**src/rtl/exe_alu_mdu.sv**
```systemverilog
// exe_alu_mdu: execute stage ALU plus iterative multiply/divide owning HI/LO.
// Define FAST_MULT_EN for single-cycle MULT/MULTU (DIV/DIVU stay iterative).
module exe_alu_mdu #(
    parameter int MDU_CYCLES = 32
) (
    input  logic        clk,
    input  logic        reset,
    input  logic        flush,
    input  logic        in_valid,
    input  logic [31:0] iBusA,
    input  logic [31:0] iBusB,
    input  logic [31:0] iimm,
    input  logic [31:0] isa,
    input  logic        iALUSrc,
    input  logic [5:0]  iALUop,
    input  logic        iRegWr,
    input  logic [4:0]  iwaddr,
    output logic        stall,
    output logic        out_valid,
    output logic [31:0] oResult,
    output logic        oRegWr,
    output logic [4:0]  owaddr,
    output logic        oOverflow,
    output logic [31:0] oHI,
    output logic [31:0] oLO
);
    localparam logic [5:0] OP_ADDU  = 6'h00;
    localparam logic [5:0] OP_ADD   = 6'h01;
    localparam logic [5:0] OP_SUBU  = 6'h02;
    localparam logic [5:0] OP_SUB   = 6'h03;
    localparam logic [5:0] OP_AND   = 6'h04;
    localparam logic [5:0] OP_OR    = 6'h05;
    localparam logic [5:0] OP_XOR   = 6'h06;
    localparam logic [5:0] OP_NOR   = 6'h07;
    localparam logic [5:0] OP_SLT   = 6'h08;
    localparam logic [5:0] OP_SLTU  = 6'h09;
    localparam logic [5:0] OP_SLL   = 6'h0A;
    localparam logic [5:0] OP_SRL   = 6'h0B;
    localparam logic [5:0] OP_SRA   = 6'h0C;
    localparam logic [5:0] OP_LUI   = 6'h0D;
    localparam logic [5:0] OP_MULT  = 6'h10;
    localparam logic [5:0] OP_MULTU = 6'h11;
    localparam logic [5:0] OP_DIV   = 6'h12;
    localparam logic [5:0] OP_DIVU  = 6'h13;
    localparam logic [5:0] OP_MFHI  = 6'h14;
    localparam logic [5:0] OP_MFLO  = 6'h15;
    localparam logic [5:0] OP_MTHI  = 6'h16;
    localparam logic [5:0] OP_MTLO  = 6'h17;
    localparam logic [6:0] LAST     = 7'(MDU_CYCLES - 1);

    typedef enum logic [1:0] {IDLE, BUSY, DONE} state_t;
    state_t state, stateNext;

    logic [31:0] opB, sum, diff, aluRes, aMag, bMag;
    logic        ovf, isMul, isDiv, isMdu, sgnOp, noWr;
    logic        accept, mduStart, unusedSa;
    logic [6:0]  cnt;
    logic [31:0] mdHi, mdLo, mdOpd, mdRs;
    logic        mdIsDiv, mdNeg, mdRemNeg, mdZero;
    logic [32:0] mulSum, divTry;
    logic [63:0] mulRes;
    logic [31:0] hiDone, loDone;

    assign unusedSa = ^isa[31:5];
    assign opB      = iALUSrc ? iimm : iBusB;
    assign sum      = iBusA + opB;
    assign diff     = iBusA - opB;
    assign isMul    = (iALUop == OP_MULT) || (iALUop == OP_MULTU);
    assign isDiv    = (iALUop == OP_DIV) || (iALUop == OP_DIVU);
    assign sgnOp    = (iALUop == OP_MULT) || (iALUop == OP_DIV);
    assign noWr     = isMul || isDiv || (iALUop == OP_MTHI) || (iALUop == OP_MTLO);
`ifdef FAST_MULT_EN
    logic [63:0] fastProd;
    assign isMdu    = isDiv;
    assign fastProd = {{32{sgnOp & iBusA[31]}}, iBusA} * {{32{sgnOp & opB[31]}}, opB};
`else
    assign isMdu    = isMul || isDiv;
`endif
    assign accept   = in_valid && !flush && (state == IDLE);
    assign mduStart = accept && isMdu;
    assign aMag     = (sgnOp && iBusA[31]) ? -iBusA : iBusA;
    assign bMag     = (sgnOp && opB[31]) ? -opB : opB;

    always_comb begin
        aluRes = '0;
        ovf    = 1'b0;
        unique case (iALUop)
            OP_ADDU:  aluRes = sum;
            OP_ADD: begin
                aluRes = sum;
                ovf    = (iBusA[31] == opB[31]) && (sum[31] != iBusA[31]);
            end
            OP_SUBU:  aluRes = diff;
            OP_SUB: begin
                aluRes = diff;
                ovf    = (iBusA[31] != opB[31]) && (diff[31] != iBusA[31]);
            end
            OP_AND:   aluRes = iBusA & opB;
            OP_OR:    aluRes = iBusA | opB;
            OP_XOR:   aluRes = iBusA ^ opB;
            OP_NOR:   aluRes = ~(iBusA | opB);
            OP_SLT:   aluRes = {31'd0, $signed(iBusA) < $signed(opB)};
            OP_SLTU:  aluRes = {31'd0, iBusA < opB};
            OP_SLL:   aluRes = opB << isa[4:0];
            OP_SRL:   aluRes = opB >> isa[4:0];
            OP_SRA:   aluRes = $signed(opB) >>> isa[4:0];
            OP_LUI:   aluRes = {opB[15:0], 16'd0};
            OP_MFHI:  aluRes = oHI;
            OP_MFLO:  aluRes = oLO;
            OP_MTHI:  aluRes = iBusA;
            OP_MTLO:  aluRes = iBusA;
            default:  aluRes = '0;
        endcase
    end

    // One shift-add or restore-subtract step per BUSY cycle.
    assign mulSum = {1'b0, mdHi} + (mdLo[0] ? {1'b0, mdOpd} : 33'd0);
    assign divTry = {mdHi, mdLo[31]} - {1'b0, mdOpd};
    assign mulRes = mdNeg ? -{mdHi, mdLo} : {mdHi, mdLo};

    always_comb begin
        hiDone = mulRes[63:32];
        loDone = mulRes[31:0];
        if (mdIsDiv) begin
            if (mdZero) begin
                hiDone = mdRs;
                loDone = '1;
            end else begin
                hiDone = mdRemNeg ? -mdHi : mdHi;
                loDone = mdNeg ? -mdLo : mdLo;
            end
        end
    end

    always_ff @(posedge clk) begin
        if (reset) state <= IDLE;
        else       state <= stateNext;
    end

    always_comb begin
        stateNext = state;
        stall     = 1'b0;
        unique case (state)
            IDLE: begin
                if (mduStart) begin
                    stateNext = BUSY;
                    stall     = 1'b1;
                end
            end
            BUSY: begin
                stall = 1'b1;
                if (cnt == LAST) stateNext = DONE;
            end
            DONE:    stateNext = IDLE;
            default: stateNext = IDLE;
        endcase
        if (flush) stateNext = IDLE;
    end

    always_ff @(posedge clk) begin
        if (reset) begin
            out_valid <= 1'b0;
            oResult   <= '0;
            oRegWr    <= 1'b0;
            owaddr    <= '0;
            oOverflow <= 1'b0;
            oHI       <= '0;
            oLO       <= '0;
            cnt       <= '0;
            mdHi      <= '0;
            mdLo      <= '0;
            mdOpd     <= '0;
            mdRs      <= '0;
            mdIsDiv   <= 1'b0;
            mdNeg     <= 1'b0;
            mdRemNeg  <= 1'b0;
            mdZero    <= 1'b0;
        end else begin
            out_valid <= 1'b0;
            cnt       <= (state == BUSY) ? cnt + 7'd1 : 7'd0;
            if (!flush) begin
                if (accept && !isMdu) begin
                    out_valid <= 1'b1;
                    oResult   <= aluRes;
                    oRegWr    <= iRegWr && !ovf && !noWr;
                    oOverflow <= ovf;
                    owaddr    <= iwaddr;
                    if (iALUop == OP_MTHI) oHI <= iBusA;
                    if (iALUop == OP_MTLO) oLO <= iBusA;
`ifdef FAST_MULT_EN
                    if (isMul) begin
                        oHI <= fastProd[63:32];
                        oLO <= fastProd[31:0];
                    end
`endif
                end
                if (mduStart) begin
                    mdHi     <= '0;
                    mdLo     <= isDiv ? aMag : bMag;
                    mdOpd    <= isDiv ? bMag : aMag;
                    mdRs     <= iBusA;
                    mdIsDiv  <= isDiv;
                    mdNeg    <= sgnOp && (iBusA[31] ^ opB[31]);
                    mdRemNeg <= sgnOp && iBusA[31];
                    mdZero   <= (opB == 32'd0);
                end
                if (state == BUSY) begin
                    if (!mdIsDiv) begin
                        mdHi <= mulSum[32:1];
                        mdLo <= {mulSum[0], mdLo[31:1]};
                    end else if (!divTry[32]) begin
                        mdHi <= divTry[31:0];
                        mdLo <= {mdLo[30:0], 1'b1};
                    end else begin
                        mdHi <= {mdHi[30:0], mdLo[31]};
                        mdLo <= {mdLo[30:0], 1'b0};
                    end
                end
                if (state == DONE) begin
                    out_valid <= 1'b1;
                    oResult   <= loDone;
                    oRegWr    <= 1'b0;
                    oOverflow <= 1'b0;
                    oHI       <= hiDone;
                    oLO       <= loDone;
                end
            end
        end
    end
endmodule
```
**config.mk**
```make
export PLATFORM = sky130hd
export DESIGN_NAME = exe_alu_mdu
export DESIGN_NICKNAME = d
export VERILOG_FILES = /design/src/rtl/exe_alu_mdu.sv
export SDC_FILE = /design/constraint.sdc
export NUM_CORES = 2
export LEC_CHECK = 0
export ABC_AREA = 1
export BUFFER_PORTS_ARGS = -buffer_cell sky130_fd_sc_hd__clkbuf_2
export CAP_MARGIN = 15
export CORE_ASPECT_RATIO = 1.25
export CORE_MARGIN = 2
export CORE_UTILIZATION = 63
export DETAILED_ROUTE_END_ITERATION = 10
export PLACE_DENSITY = 0.94
export SLEW_MARGIN = 20
export SYNTH_ARGS = -nofsm -noshare
export SYNTH_HDL_FRONTEND = slang
export SYNTH_SLANG_ARGS = --single-unit
export TNS_END_PERCENT = 1
```
**constraint.sdc**
```tcl
create_clock -name clk -period 3.3 [get_ports clk]
set_input_delay 0.495 -clock clk [delete_from_list [all_inputs] [get_ports clk]]
set_output_delay 0.495 -clock clk [all_outputs]
set_load 0.05 [all_outputs]
```
==> impl_metrics.yaml, run 1 <==
floorplanning:
  die_x_um: 204
  fp.dieH_um: 254
  start_util_pct: 63.8
  pin_count: 250
  row_count: 91
placement:
  place_area_mm2: 0.0359
  post-place-ws_ps: -380
  place_congestion: 1.44
  io_buffers: 222
  place_inst: 6783
  place_hpwl_um: 129000
global_route:
  grt_use_total_pct: 76.9
  grt_pass1_vias: 49600
  grt_max_degree: 111
  grt_overflow_total: 1330
  grt_pass1_wl_um: 313000
synth:
  syn_inst: 5728
  synth_compound_area_share_pct: 21.6
  synth_top_family_by_area: "simple AND/OR/NAND/NOR gates"
  ys.flop_type: "dfxtp_1"
  ys_async_sr_fraction_pct: 0
  syn-num-nets: 6067
  syn_area_per_cell_um2: 5.51
  yosys.area_share.simple_pct: 41.1
  ys_types: 59
  synth_seq_cells: 245
  yosys_warnings: 0
  synth_adder_area_share_pct: 7.79
  muxShareOfSynthArea_pct: 0
  synth-xor-area-share_pct: 3.08
  ys_seq_area_share_pct: 15.5
  netlist_area_mm2: 0.0315
  synth_edf_count: 0
clock_tree:
  cts_resized: 0
  htreeDepth: 1
  cts_buffers: 25
  post_cts_buffers: 0
  ctsRootBufferMaster: "clkbuf_16"
  clock-sinks: 245
  clockBufferDepth: 3
  cts_hold_buf: 0
run_status:
  error_line: "[ERROR GRT-0116] Global routing finished with congestion. Check the congestion regions in the DRC Viewer."
  status: "stopped before the end"
  lastStage: "global routing"
per-stage QoR:
step / TNS, ps / utilization [%]
floorplan: 0 / -
global placement: -4770 / 72.7
detailed placement: -7310 / 72.7
CTS: 0 / 74.4
kinds of logic after synthesis:
kind of cell,after synthesis
xor gates and xnor gates,110
buffers and inverters,865
adders and majority gates,194
and+or+nand+nor,3074
DFF,245
AOI/OAI and AO/OA,1240
synth_stat cells (4+ instances only):
| cell | instances | area share [%] |
|---|---|---|
| buf_2 | 43 | 0.68 |
| xor2_1 | 102 | 2.8 |
| nor3_1 | 71 | 1.1 |
| a211oi_1 | 11 | 0.26 |
| nand3_1 | 660 | 10 |
| clkbuf_1 | 176 | 2.1 |
| inv_1 | 565 | 6.7 |
| a21o_1 | 13 | 0.31 |
| o2111ai_1 | 9 | 0.25 |
| a221oi_1 | 4 | 0.11 |
| clkinv_1 | 5 | 0.059 |
| o31ai_1 | 6 | 0.14 |
| o21a_1 | 8 | 0.19 |
| buf_1 | 35 | 0.42 |
| nor2_2 | 13 | 0.26 |
| a22oi_1 | 19 | 0.45 |
| or2_2 | 16 | 0.32 |
| o21ai_0 | 482 | 7.6 |
| nand3b_1 | 17 | 0.40 |
| nor2_1 | 644 | 7.7 |
| a21oi_1 | 501 | 7.9 |
| a21boi_0 | 7 | 0.17 |
| o21bai_1 | 27 | 0.64 |
| o21ai_1 | 22 | 0.35 |
| a31oi_1 | 31 | 0.61 |
| nor2_4 | 4 | 0.14 |
| o221ai_1 | 10 | 0.28 |
| dfxtp_1 | 245 | 16 |
| buf_4 | 11 | 0.26 |
| nand2_1 | 1527 | 18 |
| nor4_1 | 11 | 0.22 |
| o211ai_1 | 56 | 1.3 |
| inv_2 | 20 | 0.24 |
| o22ai_1 | 15 | 0.30 |
| fa_1 | 4 | 0.25 |
| o21ai_2 | 8 | 0.22 |
| and3_1 | 4 | 0.079 |
| ha_1 | 190 | 7.5 |
| nand4_1 | 69 | 1.4 |
| nand2_2 | 23 | 0.46 |
| xnor2_1 | 7 | 0.19 |
| buf_6 | 7 | 0.25 |
per-layer routing:
layer / GRT usage [%] / overflow
met4: 81.0 / 401
met2: 91.7 / 858
met3: 65.6 / 32
met1: 73.3 / 36
met5: 40.0 / 3
==> inputs of run 2 (changes only) <==
--- a/config.mk
+++ b/config.mk
@@ -8,11 +8,10 @@
 export ABC_AREA = 1
 export BUFFER_PORTS_ARGS = -buffer_cell sky130_fd_sc_hd__clkbuf_2
 export CAP_MARGIN = 15
-export CORE_ASPECT_RATIO = 1.25
 export CORE_MARGIN = 2
-export CORE_UTILIZATION = 63
+export CORE_UTILIZATION = 40
 export DETAILED_ROUTE_END_ITERATION = 10
-export PLACE_DENSITY = 0.94
+export PLACE_DENSITY_LB_ADDON = 0.15
 export SLEW_MARGIN = 20
 export SYNTH_ARGS = -nofsm -noshare
 export SYNTH_HDL_FRONTEND = slang
==> run 2 against run 1 <==
  * The flow now finishes without violations
  * Synthesized cell count is the same
  * Area after synthesis is the same
==> impl_metrics.yaml, run 2 <==
run_status:
  status: "finished, final reports clean"
synth:
  syn_inst: 5728
  ys_seq_area_share_pct: 15.5
  ys_async_sr_fraction_pct: 0
  yosys-top-cells-area: "nand2_1 18%, dfxtp_1 16%, nand3_1 10%"
  synthTopCellsByCount: "1527 x nand2_1, 660 x nand3_1, 644 x nor2_1"
  netlist_area_mm2: 0.0315
  syn-num-nets: 6067
  synth_edf_count: 0
  synth_seq_cells: 245
  ys_types: 59
  yosysTopAreaCell: "nand2_1"
  synth_top_area_share_pct: 18.2
  yosysMostFrequentCell: "nand2_1"
  syn_area_per_cell_um2: 5.51
  ys.flop_type: "dfxtp_1"
  yosys_warnings: 0
critical_path:
  worstPathArrival_ps: 3780
  critPathKind: "in -> reg"
  crit_fanout: 11
  cp_data_required_time_ps: 3850
  cp-start-kind: "primary input"
  setup.worst_path.end_class: "flip-flop"
clock_tree:
  clockBufferDepth: 3
  clock_latency_ps: 660
  ctsRootBufferMaster: "clkbuf_16"
  cts_buffers: 31
  htreeDepth: 1
  post_cts_buffers: 0
  clock-sinks: 245
  cts_hold_buf: 0
  tritoncts: "yes"
  path_clk_slew_ps: 60
placement:
  place_hpwl_um: 167000
  place_congestion: 1.13
  io_buffers: 222
route:
  drt_iter0_drc: 6127
  ant_nets: 0
  drc: 0
  routedWlPerCell_um: 27.4
  dr.pass1.iters: 7
  viasPerCell: 5.98
  num_vias: 44900
  routed_wl_um: 206000
timing:
  finalMaxSlewViolations: 0
  fmax_mhz: 310
  fin_crit_sh_pct: 97.7
  hold_ws_ps: 63.7
  rsz0062_at_grt: "no"
  fin_tns_setup_ps: 0
  tightest_slew_ps: 1070
  fin_crit_ps: 3220
  skew_ps: 46.9
  relSlewSlack_pct: 27.7
  setup_viol_count_final: 0
  final_hold_viol_count: 0
power_and_ir_drop:
  p_per_area_mw_per_mm2: 288
  intPower_w: 0.00662
  switchingPower_w: 0.00476
  vdd_drop_max_uv: 384
  p_seq_share_pct: 26.9
  p_leak_nw: 20.2
  comb_power_share_pct: 41.0
  clkPwrFrac_pct: 32.1
  swShare_pct: 41.9
finish:
  final_cell_mix: "1526 x nand2_1, 695 x buf_4, 660 x nand3_1, 638 x nor2_1, 562 x inv_1"
  fillers: 8456
  multiInputGateArea_mm2: 0.0233
  register_area_mm2: 0.00491
  fin_nets: 6762
  final_common_cell: "nand2_1"
  drive_above_1_share_pct: 17.1
  area_growth_pct: 25.2
floorplanning:
  pin_count: 250
  row_count: 102
  fp.dieH_um: 285
  start_util_pct: 40.6
  coreArea_mm2: 0.0777
  die_x_um: 285
  die_area_mm2: 0.0811
global_route:
  grt_max_degree: 116
  grt_pass1_wl_um: 288000
  grt_pass1_vias: 41200
  antenna_found_initial: 11
  grt_use_total_pct: 48.6
  grt_overflow_total: 0
flow_run:
  maxCapViolCount: 0
worst_hold_path:
  hp-class: "in -> reg"
[run 2: power groups by stage]
| stage | combinational (W) | clock (W) | sequential (W) |
|---|---|---|---|
| after floorplan | 0.00201 | 0 | 0.00321 |
| after global placement | 0.00444 | 0 | 0.00312 |
| after detailed placement | 0.00443 | 0 | 0.00312 |
| after CTS | 0.00445 | 0.00360 | 0.00305 |
| after global routing | 0.00488 | 0.00371 | 0.00305 |
| final | 0.00467 | 0.00366 | 0.00306 |
[run 2: final timing paths]
check	start	endpoint	slack [ps]	cells after the start
worst max-delay path	iALUSrc	mdLo[27]	80	17
worst min-delay path	iwaddr[3]	owaddr[3]	60	3
worst max register to register	mdLo[1]	oHI[6]	220	14
worst min register to register	cnt[0]	cnt[0]	450	1
[run 2: repair_timing]
item                                    4_1_cts  5_1_grt
hold endpoints to repair                      0        0
resized for setup                             0        4
endpoints found under the setup margin        0        6
[run 2: layout make-up]
| cell class | instances | share of cell area (%) |
|---|---|---|
| Antenna cell | 14 | 0.0887 |
| Clock buffer | 43 | 2.26 |
| Clock inverter | 12 | 0.355 |
| Inverter | 591 | 5.64 |
| Multi-Input combinational cell | 4618 | 58.9 |
| Sequential cell | 245 | 12.4 |
| Tap cell | 1040 | 3.30 |
| Timing Repair Buffer | 936 | 17.0 |
[run 2: worst max-delay path: stages]
cell      delay, ps
clkbuf_2        250
inv_6           100
buf_4           160
nand2_1          60
o21ai_2         200
buf_4           260
nor2_1          580
nand4_2         200
inv_2           170
nand3b_1        220
nor2_2          200
nor2_1           60
nand2_1          70
nand2_1          80
nand2_1          90
nand3_1         330
a21oi_2         240
[run 2: stage by stage]
step           power, W  worst slack (ps)  utilization (%)  instances  instance area (um^2)
2_1_floorplan   0.00522               315                -       5728                 31500
3_3_place_gp    0.00756              -472             49.4       7430                 38400
3_5_place_dp    0.00754              -460             49.4       7430                 38400
4_1_cts          0.0111               172             50.7       7485                 39400
5_1_grt          0.0116              20.9             50.8       7485                 39500
6_report         0.0114              77.1             50.8       7499                 39500
[run 2: kinds of logic (layout without fill, tap and decap cells)]
kind of cell | after synthesis | count (layout) | share of synthesized area (%)
buffers and inverters | 865 | 1582 | 10.9
AO/OA/AOI/OAI | 1240 | 1240 | 21.6
flip-flops | 245 | 245 | 15.5
adder cells (fa/ha/maj) | 194 | 194 | 7.79
AND/OR/NAND/NOR | 3074 | 3074 | 41.1
other | 0 | 14 | 0
XOR/XNOR | 110 | 110 | 3.08
[run 2: routing by layer]
layer | global-route usage [%] | vias up | wire length [um]
met5 | 1.57 | - | 231
met4 | 39.7 | 10 | 20500
met1 | 58.3 | 20700 | 75300
li1 | - | 20400 | -
met2 | 72.1 | 3029 | 84400
met3 | 14.0 | 727 | 25300
Note: power is estimated with default switching activity, not from simulation.
